[config.mk]
export PLATFORM = sky130hd
export DESIGN_NAME = alu_arbiter
export DESIGN_NICKNAME = d
export VERILOG_FILES = /design/src/rtl/alu_pkg.sv /design/src/rtl/alu_arbiter_alu.sv /design/src/rtl/alu_arbiter.sv
export SDC_FILE = /design/constraint.sdc
export NUM_CORES = 2
export LEC_CHECK = 0
export CAP_MARGIN = 40
export CORE_MARGIN = 2
export CORE_UTILIZATION = 45
export CTS_CLUSTER_DIAMETER = 150
export DETAILED_ROUTE_END_ITERATION = 8
export HOLD_SLACK_MARGIN = 0.02
export MAX_ROUTING_LAYER = met4
export PLACE_DENSITY = 0.74
export SYNTH_ARGS = -nofsm -noshare
export SYNTH_HDL_FRONTEND = slang
export SYNTH_SLANG_ARGS = --single-unit
[constraint.sdc]
create_clock -name clk_i -period 15.8 [get_ports clk_i]
set_clock_uncertainty 0.15 [all_clocks]
set_input_delay 4.74 -clock clk_i [delete_from_list [all_inputs] [get_ports clk_i]]
set_output_delay 4.74 -clock clk_i [all_outputs]
set_load 0.02 [all_outputs]
[src/rtl/alu_pkg.sv]
`default_nettype none
// ---------------------------------------------------------------------------
// alu_pkg -- op codes and FSM state encoding shared by alu_arbiter. Rev 1.0
// ---------------------------------------------------------------------------
package alu_pkg;

  localparam logic [3:0] OP_AND = 4'b0000;
  localparam logic [3:0] OP_OR  = 4'b0001;
  localparam logic [3:0] OP_ADD = 4'b0010;
  localparam logic [3:0] OP_SUB = 4'b0110;
  localparam logic [3:0] OP_SLT = 4'b0111;
  localparam logic [3:0] OP_MUL = 4'b1011;

  typedef enum logic [1:0] {
    ST_IDLE = 2'd0,
    ST_EXEC = 2'd1,
    ST_RESP = 2'd2
  } state_t;

  function automatic logic [1:0] onehot2(input logic idx);
    return idx ? 2'b10 : 2'b01;
  endfunction

endpackage
`default_nettype wire

[src/rtl/alu_arbiter_alu.sv]
`default_nettype none
// ---------------------------------------------------------------------------
// alu_arbiter_alu -- combinational 32-bit ALU with zero flag. Rev 1.0
// ---------------------------------------------------------------------------
module alu_arbiter_alu
  import alu_pkg::*;
(
  input  logic [31:0] a_i,
  input  logic [31:0] b_i,
  input  logic [3:0]  op_i,
  output logic [31:0] result_o,
  output logic        zero_o
);

  always_comb begin
    result_o = '0;
    case (op_i)
      OP_AND:  result_o = a_i & b_i;
      OP_OR:   result_o = a_i | b_i;
      OP_ADD:  result_o = a_i + b_i;
      OP_SUB:  result_o = a_i - b_i;
      OP_SLT:  result_o = {31'd0, (a_i < b_i)};
      OP_MUL:  result_o = a_i * b_i;
      default: result_o = '0;
    endcase
  end

  assign zero_o = (result_o == 32'd0);

endmodule
`default_nettype wire

[src/rtl/alu_arbiter.sv]
`default_nettype none
// ---------------------------------------------------------------------------
// alu_arbiter -- two-requester round-robin front end for a shared ALU. Rev 1.0
// ---------------------------------------------------------------------------
module alu_arbiter
  import alu_pkg::*;
#(
  parameter int unsigned MUL_LAT = 3
) (
  input  logic        clk_i,
  input  logic        rst_n,
  input  logic [1:0]  req_valid_i,
  output logic [1:0]  req_ready_o,
  input  logic [63:0] req_src1_i,
  input  logic [63:0] req_src2_i,
  input  logic [7:0]  req_ctrl_i,
  output logic [1:0]  rsp_valid_o,
  input  logic [1:0]  rsp_ready_i,
  output logic [31:0] rsp_result_o,
  output logic        rsp_zero_o,
  output logic        busy_o
);

  localparam logic [3:0] MUL_CNT = 4'(MUL_LAT - 1);

  state_t      state_q;
  logic        prio_q;
  logic        owner_q;
  logic [3:0]  cnt_q;
  logic [3:0]  cnt_d;
  logic [31:0] src1_q;
  logic [31:0] src2_q;
  logic [3:0]  ctrl_q;
  logic [31:0] result_q;
  logic        zero_q;
  logic [1:0]  rsp_valid_q;
  logic        busy_q;

  logic [1:0]  grant;
  logic        sel;
  logic        hs;
  logic [3:0]  sel_ctrl;
  logic [31:0] alu_result;
  logic        alu_zero;

  // Grant is gated by rst_n so req_ready_o drops the instant reset asserts.
  always_comb begin
    grant = 2'b00;
    if (rst_n && (state_q == ST_IDLE)) begin
      case (req_valid_i)
        2'b01:   grant = 2'b01;
        2'b10:   grant = 2'b10;
        2'b11:   grant = prio_q ? 2'b10 : 2'b01;
        default: grant = 2'b00;
      endcase
    end
  end

  assign sel      = grant[1];
  assign hs       = |(grant & req_valid_i);
  assign sel_ctrl = sel ? req_ctrl_i[7:4] : req_ctrl_i[3:0];

  always_comb begin
    cnt_d = cnt_q;
    if (hs) begin
      cnt_d = (sel_ctrl == OP_MUL) ? MUL_CNT : 4'd0;
    end else if ((state_q == ST_EXEC) && (cnt_q != 4'd0)) begin
      cnt_d = cnt_q - 4'd1;
    end
  end

  always_ff @(posedge clk_i or negedge rst_n) begin
    if (!rst_n) begin
      state_q     <= ST_IDLE;
      prio_q      <= 1'b0;
      owner_q     <= 1'b0;
      cnt_q       <= 4'd0;
      src1_q      <= '0;
      src2_q      <= '0;
      ctrl_q      <= '0;
      result_q    <= '0;
      zero_q      <= 1'b0;
      rsp_valid_q <= 2'b00;
      busy_q      <= 1'b0;
    end else begin
      cnt_q <= cnt_d;
      case (state_q)
        ST_IDLE: begin
          if (hs) begin
            src1_q  <= sel ? req_src1_i[63:32] : req_src1_i[31:0];
            src2_q  <= sel ? req_src2_i[63:32] : req_src2_i[31:0];
            ctrl_q  <= sel_ctrl;
            owner_q <= sel;
            busy_q  <= 1'b1;
            state_q <= ST_EXEC;
          end
        end
        ST_EXEC: begin
          if (cnt_q == 4'd0) begin
            result_q    <= alu_result;
            zero_q      <= alu_zero;
            rsp_valid_q <= onehot2(owner_q);
            state_q     <= ST_RESP;
          end
        end
        ST_RESP: begin
          if (rsp_ready_i[owner_q]) begin
            rsp_valid_q <= 2'b00;
            busy_q      <= 1'b0;
            prio_q      <= ~owner_q;
            state_q     <= ST_IDLE;
          end
        end
        default: begin
          rsp_valid_q <= 2'b00;
          busy_q      <= 1'b0;
          state_q     <= ST_IDLE;
        end
      endcase
    end
  end

  alu_arbiter_alu u_alu (
    .a_i      (src1_q),
    .b_i      (src2_q),
    .op_i     (ctrl_q),
    .result_o (alu_result),
    .zero_o   (alu_zero)
  );

  assign req_ready_o  = grant;
  assign rsp_valid_o  = rsp_valid_q;
  assign rsp_result_o = result_q;
  assign rsp_zero_o   = zero_q;
  assign busy_o       = busy_q;

endmodule
`default_nettype wire

# Word level (Yosys, flattened, before mapping)
# Index checks and enable logic that the tools add are counted.
[classes]
n_addsub = 3
multipliers = 1
n_lt_le_gt_ge = 2
n_eq_ne = 14
mux = 22
n_bitwise = 6
n_reduce_logical = 15
[op_table]
columns = ["cell", "count"]
rows = [
  ["$pmux W32 S6", 1],
  ["$mux W32", 2],
  ["$add A32 B32 Y32", 1],
  ["$and A32 B32 Y32", 1],
  ["$logic_not A32 Y1", 1],
  ["$lt A32 B32 Y1", 1],
  ["$mul A32 B32 Y32", 1],
  ["$or A32 B32 Y32", 1],
  ["$sub A32 B32 Y32", 1],
  ["$pmux W2 S3", 3],
  ["$mux W2", 8],
  ["$mux W4", 3],
  ["$reduce_and A3 Y1", 3],
  ["$eq A4 B3 Y1 const B", 2],
  ["$eq A4 B4 Y1 const B", 2],
  ["$logic_not A4 Y1", 2],
  ["$eq A2 B2 Y1 const B", 3],
  ["$reduce_and A2 Y1", 3],
  ["$eq A2 B1 Y1 const B", 2],
  ["$eq A4 B1 Y1 const B", 1],
  ["$eq A4 B2 Y1 const B", 1],
  ["$mux W1", 4],
  ["$ne A2 B2 Y1 const B", 2],
  ["$reduce_bool A4 Y1", 1],
  ["10 further kinds", 13],
]
[totals]
register_bits = 112
inputBits = 142
out_inout_bits = 38
wordCells = 74

# Depth between registers and ports, before layout
[depth]
ltp_word = 7
depth_mapped = 31
mapped_depth_nobuf = 28

# Cells and area by module
# A second synthesis with hierarchy kept.
[unflattened]
hier_cells = 2990
hier_area_um2 = 25478.2
[by_module_without_submodules]
columns = ["module", "n_inst", "cells_per_inst", "area_per_inst_um2", "seq_area_each_um2"]
rows = [
  ["alu_arbiter_alu", 1, 2569, 20548.5, 0.0],
  ["alu_arbiter", 1, 421, 4929.7, 2802.7],
]

# Worst setup path before layout
# OpenSTA, ideal clock, no wires.
[synth_path]
kind = "input-to-output"
from = "input req_valid_i[0]"
to = "output req_ready_o[0]"
arrival_time_ps = 5943
t_required_ps = 10910
path_slack_ps = 4967
cell_stages = 4
n_path_buf = 2
path_cell_list = "a21boi_0 -> clkbuf_1 -> clkbuf_1 -> and3_1"
[synth_via]
elab_chain_cells = 3
word_cells_on_any_way = 5
cone_classes = "eq/ne: 3; mux: 2"
[synth_rtl]
columns = ["element", "line", "text"]
rows = [
  ["start, declared", "alu_arbiter.sv:12", "input logic [1:0] req_valid_i,"],
  ["$eq A2 B2 Y1 / $eq A2 B1 Y1 (equally long branches)", "alu_arbiter.sv:50", "case (req_valid_i)"],
  ["$pmux W2 S3 (*)", "alu_arbiter.sv:50", ""],
  ["$mux W2 (*)", "alu_arbiter.sv:49", "if (rst_n && (state_q == ST_IDLE)) begin"],
  ["end, declared", "alu_arbiter.sv:13", "output logic [1:0] req_ready_o,"],
]
# Every way passes the cells marked *; elsewhere a longest branch is shown, timed or not.

# Worst setup path in the final report
# Same ends and word-level chain as after synthesis.

==> metrics.md <==
| Metric | Value |
|---|---|
| Fin cells | `3891` |
| Yosys reg bits | `112` |
| Commonest cells in the netlist | `inv_1 (480), fa_1 (410), nor2_1 (403), nand2_1 (381), ha_1 (220)` |
| Vias in the first global route | `23000` |
| Initial Util | `45.3%` |
| Total wire length | `91600 um` |
| Cell family with most CP delay | `buffers and inverters` |
| Reg2Reg Depth | `26` |
| DR iter-0 viols | `2043` |
| Total setup buffers inserted after CTS | `0` |
| Most frequent CP cell | `clkdlybuf4s50_1` |
| IO Port Bufs | `179` |
| Slew @ Worst Pin | `0.940 ns` |
| HP Class | `register to register` |
| Clock sink count | `112` |
| RSZ-0062 raised after global routing | `false` |
| DRT Pass-1 Iters | `8` |
| Inst Count DP | `3871` |
| Rows | `87` |
| GRT Total Usage | `33.6%` |
| Relative slew slack | `35.7%` |
| Skew-Pair Late Insertion Delay | `0.40 ns` |
| Max-Cap Viols | `0` |
| CP Max Fanout | `15` |
| Register area share after synthesis | `11.0%` |
| Fin nets | `3898` |
| Post-synth EDFFs | `0` |
| Instance count on the critical path | `5` |
| CTS H-tree depth | `3` |
| Max Transition Viols Final | `0` |
| CTS Root Cell | `clkbuf_16` |
| Drt drc | `0` |
| Top_reg_cell synth | `dfrtp_1` |
| First-pass GRT wire length | `140000 um` |
| Worst Min Path Start | `rsp_result_o[25]$_DFFE_PN0P_` |
| Final hold violations | `0` |
| Critical path class | `input port to primary output` |
| Die Wd | `241 um` |
| CP Data Required Time | `10.91 ns` |
| GP Congestion | `1.05` |
| Number of fill cells | `5344` |
| Wire per inst | `23.5 um` |
| Fmax | `0.0852 GHz` |
| Clk slew on worst S/H paths | `0.07 ns` |
| Tcrit/Tclk final | `74.3%` |
| Hold depth | `2` |
| Die area | `58300 sq um` |
| Top-count cell post-synth | `inv_1` |
| Layout area overhead | `11.9%` |
| R2R Path Start | `src1_q[10]$_DFFE_PN0P_` |
| Final Core Density | `50.7%` |
| CTS tree | `done` |
| Setup TNS | `0 ns` |
| Type of origin of the critical path | `input port` |
| CP endpoint kind | `primary output` |
| Asr flop ratio synth | `100%` |
| Worst path bufs/invs | `3` |
| Critical-path cell list | `clkdlybuf4s50_1 > a21boi_4 > buf_16 > and3_1 > clkdlybuf4s50_1` |
| Largest net degree at the start of global routing | `93` |
| Largest area contributor in the netlist | `fa_1` |
| Initial antenna violation count | `2` |
| Vias per cell | `5.82` |
| Cts repair resizes | `0` |
| Final setup fails | `0` |
| Global route overflow | `0` |
| Synthesized cell area | `25400 sq um` |
| Reg-to-reg endpoint | `rsp_zero_o$_DFFE_PN0P_` |
| CTS Hold Bufs | `0` |
| Top cells by area, synth | `fa_1 (32%), dfrtp_1 (11%), ha_1 (11%)` |
| Syn Nets | `3810` |
| Share of cells above drive strength 1 | `3.83%` |
| Post-DP HPWL | `71900 um` |
| YS warnings | `0` |
| Min Tclk post-route | `11.73 ns` |
| Core Box Area | `56100 sq um` |
| Routed Antenna Nets | `0` |
| Mapped Cells | `3038` |
| Reg2Reg Setup Slack | `6.24 ns` |
| Slowest CP cell | `clkdlybuf4s50_1` |
| Avg Cell Area, Syn | `8.35 sq um` |
| Arrival time worst endpoint | `6.84 ns` |
| Clock buffer depth | `2` |
| Slowest stage delay, CP | `0.61 ns` |
| Via Count | `22600` |
| Hold Crit Endpoint | `rsp_result_o[25]$_DFFE_PN0P_` |
| Number of buffers created by CTS | `9` |
| Die height | `241 um` |
| Outcome | `finished clean` |
| Top Ports | `180` |
| Yosys cell types | `93` |
| Post-synth top area share | `32.3%` |
## final cells by class
type | count | area, sq um | share of cell area (%)
antenna | 4 | 10.0 | 0.0353
clock buffer | 10 | 229 | 0.806
clock inverter | 6 | 80.1 | 0.282
inverter | 498 | 1870 | 6.58
multi-input combinational | 2267 | 20100 | 70.8
sequential | 112 | 2800 | 9.87
tap | 756 | 946 | 3.33
timing repair buffer | 238 | 2340 | 8.25
## how the worst max path moves through the flow
stage	start	endpoint	slack, ns
5_1_grt	req_valid_i[0]	req_ready_o[0]	3.96
6_report	req_valid_i[0]	req_ready_o[0]	4.07
3_5_place_dp	req_valid_i[0]	req_ready_o[0]	4.09
2_1_floorplan	req_valid_i[0]	req_ready_o[0]	4.97
3_3_place_gp	req_valid_i[0]	req_ready_o[0]	3.93
4_1_cts	req_valid_i[0]	req_ready_o[0]	4.08
## cells in the final DEF (no fill, tap or decap), types with 19 or more instances in the layout
cell and instances:
fa_1 410, buf_4 52, nor2_1 403, xnor2_1 65, nor4_1 25, mux2i_1 100
o21ai_0 146, nand2_1 381, nand3_1 29, a21o_1 19, nor3_1 35, clkdlybuf4s50_1 178
a211oi_1 24, ha_1 220, xor2_1 28, o211ai_1 21, a21oi_1 83, a31oi_1 21
inv_1 480, dfrtp_1 111
## logic make-up (layout without fill, tap and decap cells)
family / after synthesis / after routing / share of synthesized area (%)
other cells: 0 / 4 / 0
mux: 104 / 104 / 4.12
xor+xnor: 94 / 94 / 3.30
buf+inv: 659 / 752 / 9.91
simple gates: 983 / 983 / 16.5
compound gates: 456 / 456 / 11.9
fa+ha+maj: 630 / 630 / 43.2
flops: 112 / 112 / 11.0
## flip-flops by register name, summed over array words and instances, names as in the netlist
signal        count
owner_q           1
src1_q           32
cnt_q             4
rsp_result_o     32
prio_q            1
busy_o            1
ctrl_q            4
rsp_valid_o       2
src2_q           32
rsp_zero_o        1
state_q           2
## metal layers
layer | wire [um] | track usage (%)
met4 | 5790 | 17.0
met1 | 35300 | 42.3
met2 | 40900 | 51.4
met3 | 9600 | 7.13
met5 | 0 | -
## tightest hold or removal path: cells and delay by family, from the launching register on
kind,cells,cell delay [ns]
DFF,1,0.34
and+or+nand+nor,2,0.10
## metrics by stage
| stage | hold slack [ns] | setup WS, ns | cell area, sq um |
|---|---|---|---|
| 3_5_place_dp | 0.312 | 4.09 | 28100 |
| 2_1_floorplan | 0.313 | 4.97 | 25400 |
| 3_3_place_gp | 0.309 | 3.93 | 27900 |
| 4_1_cts | 0.330 | 4.08 | 28400 |
| 5_1_grt | 0.363 | 3.96 | 28400 |
| 6_report | 0.325 | 4.07 | 28400 |
Power is not shown: default switching activity piles up to over one toggle a cycle in this logic, so the estimate is an artifact.
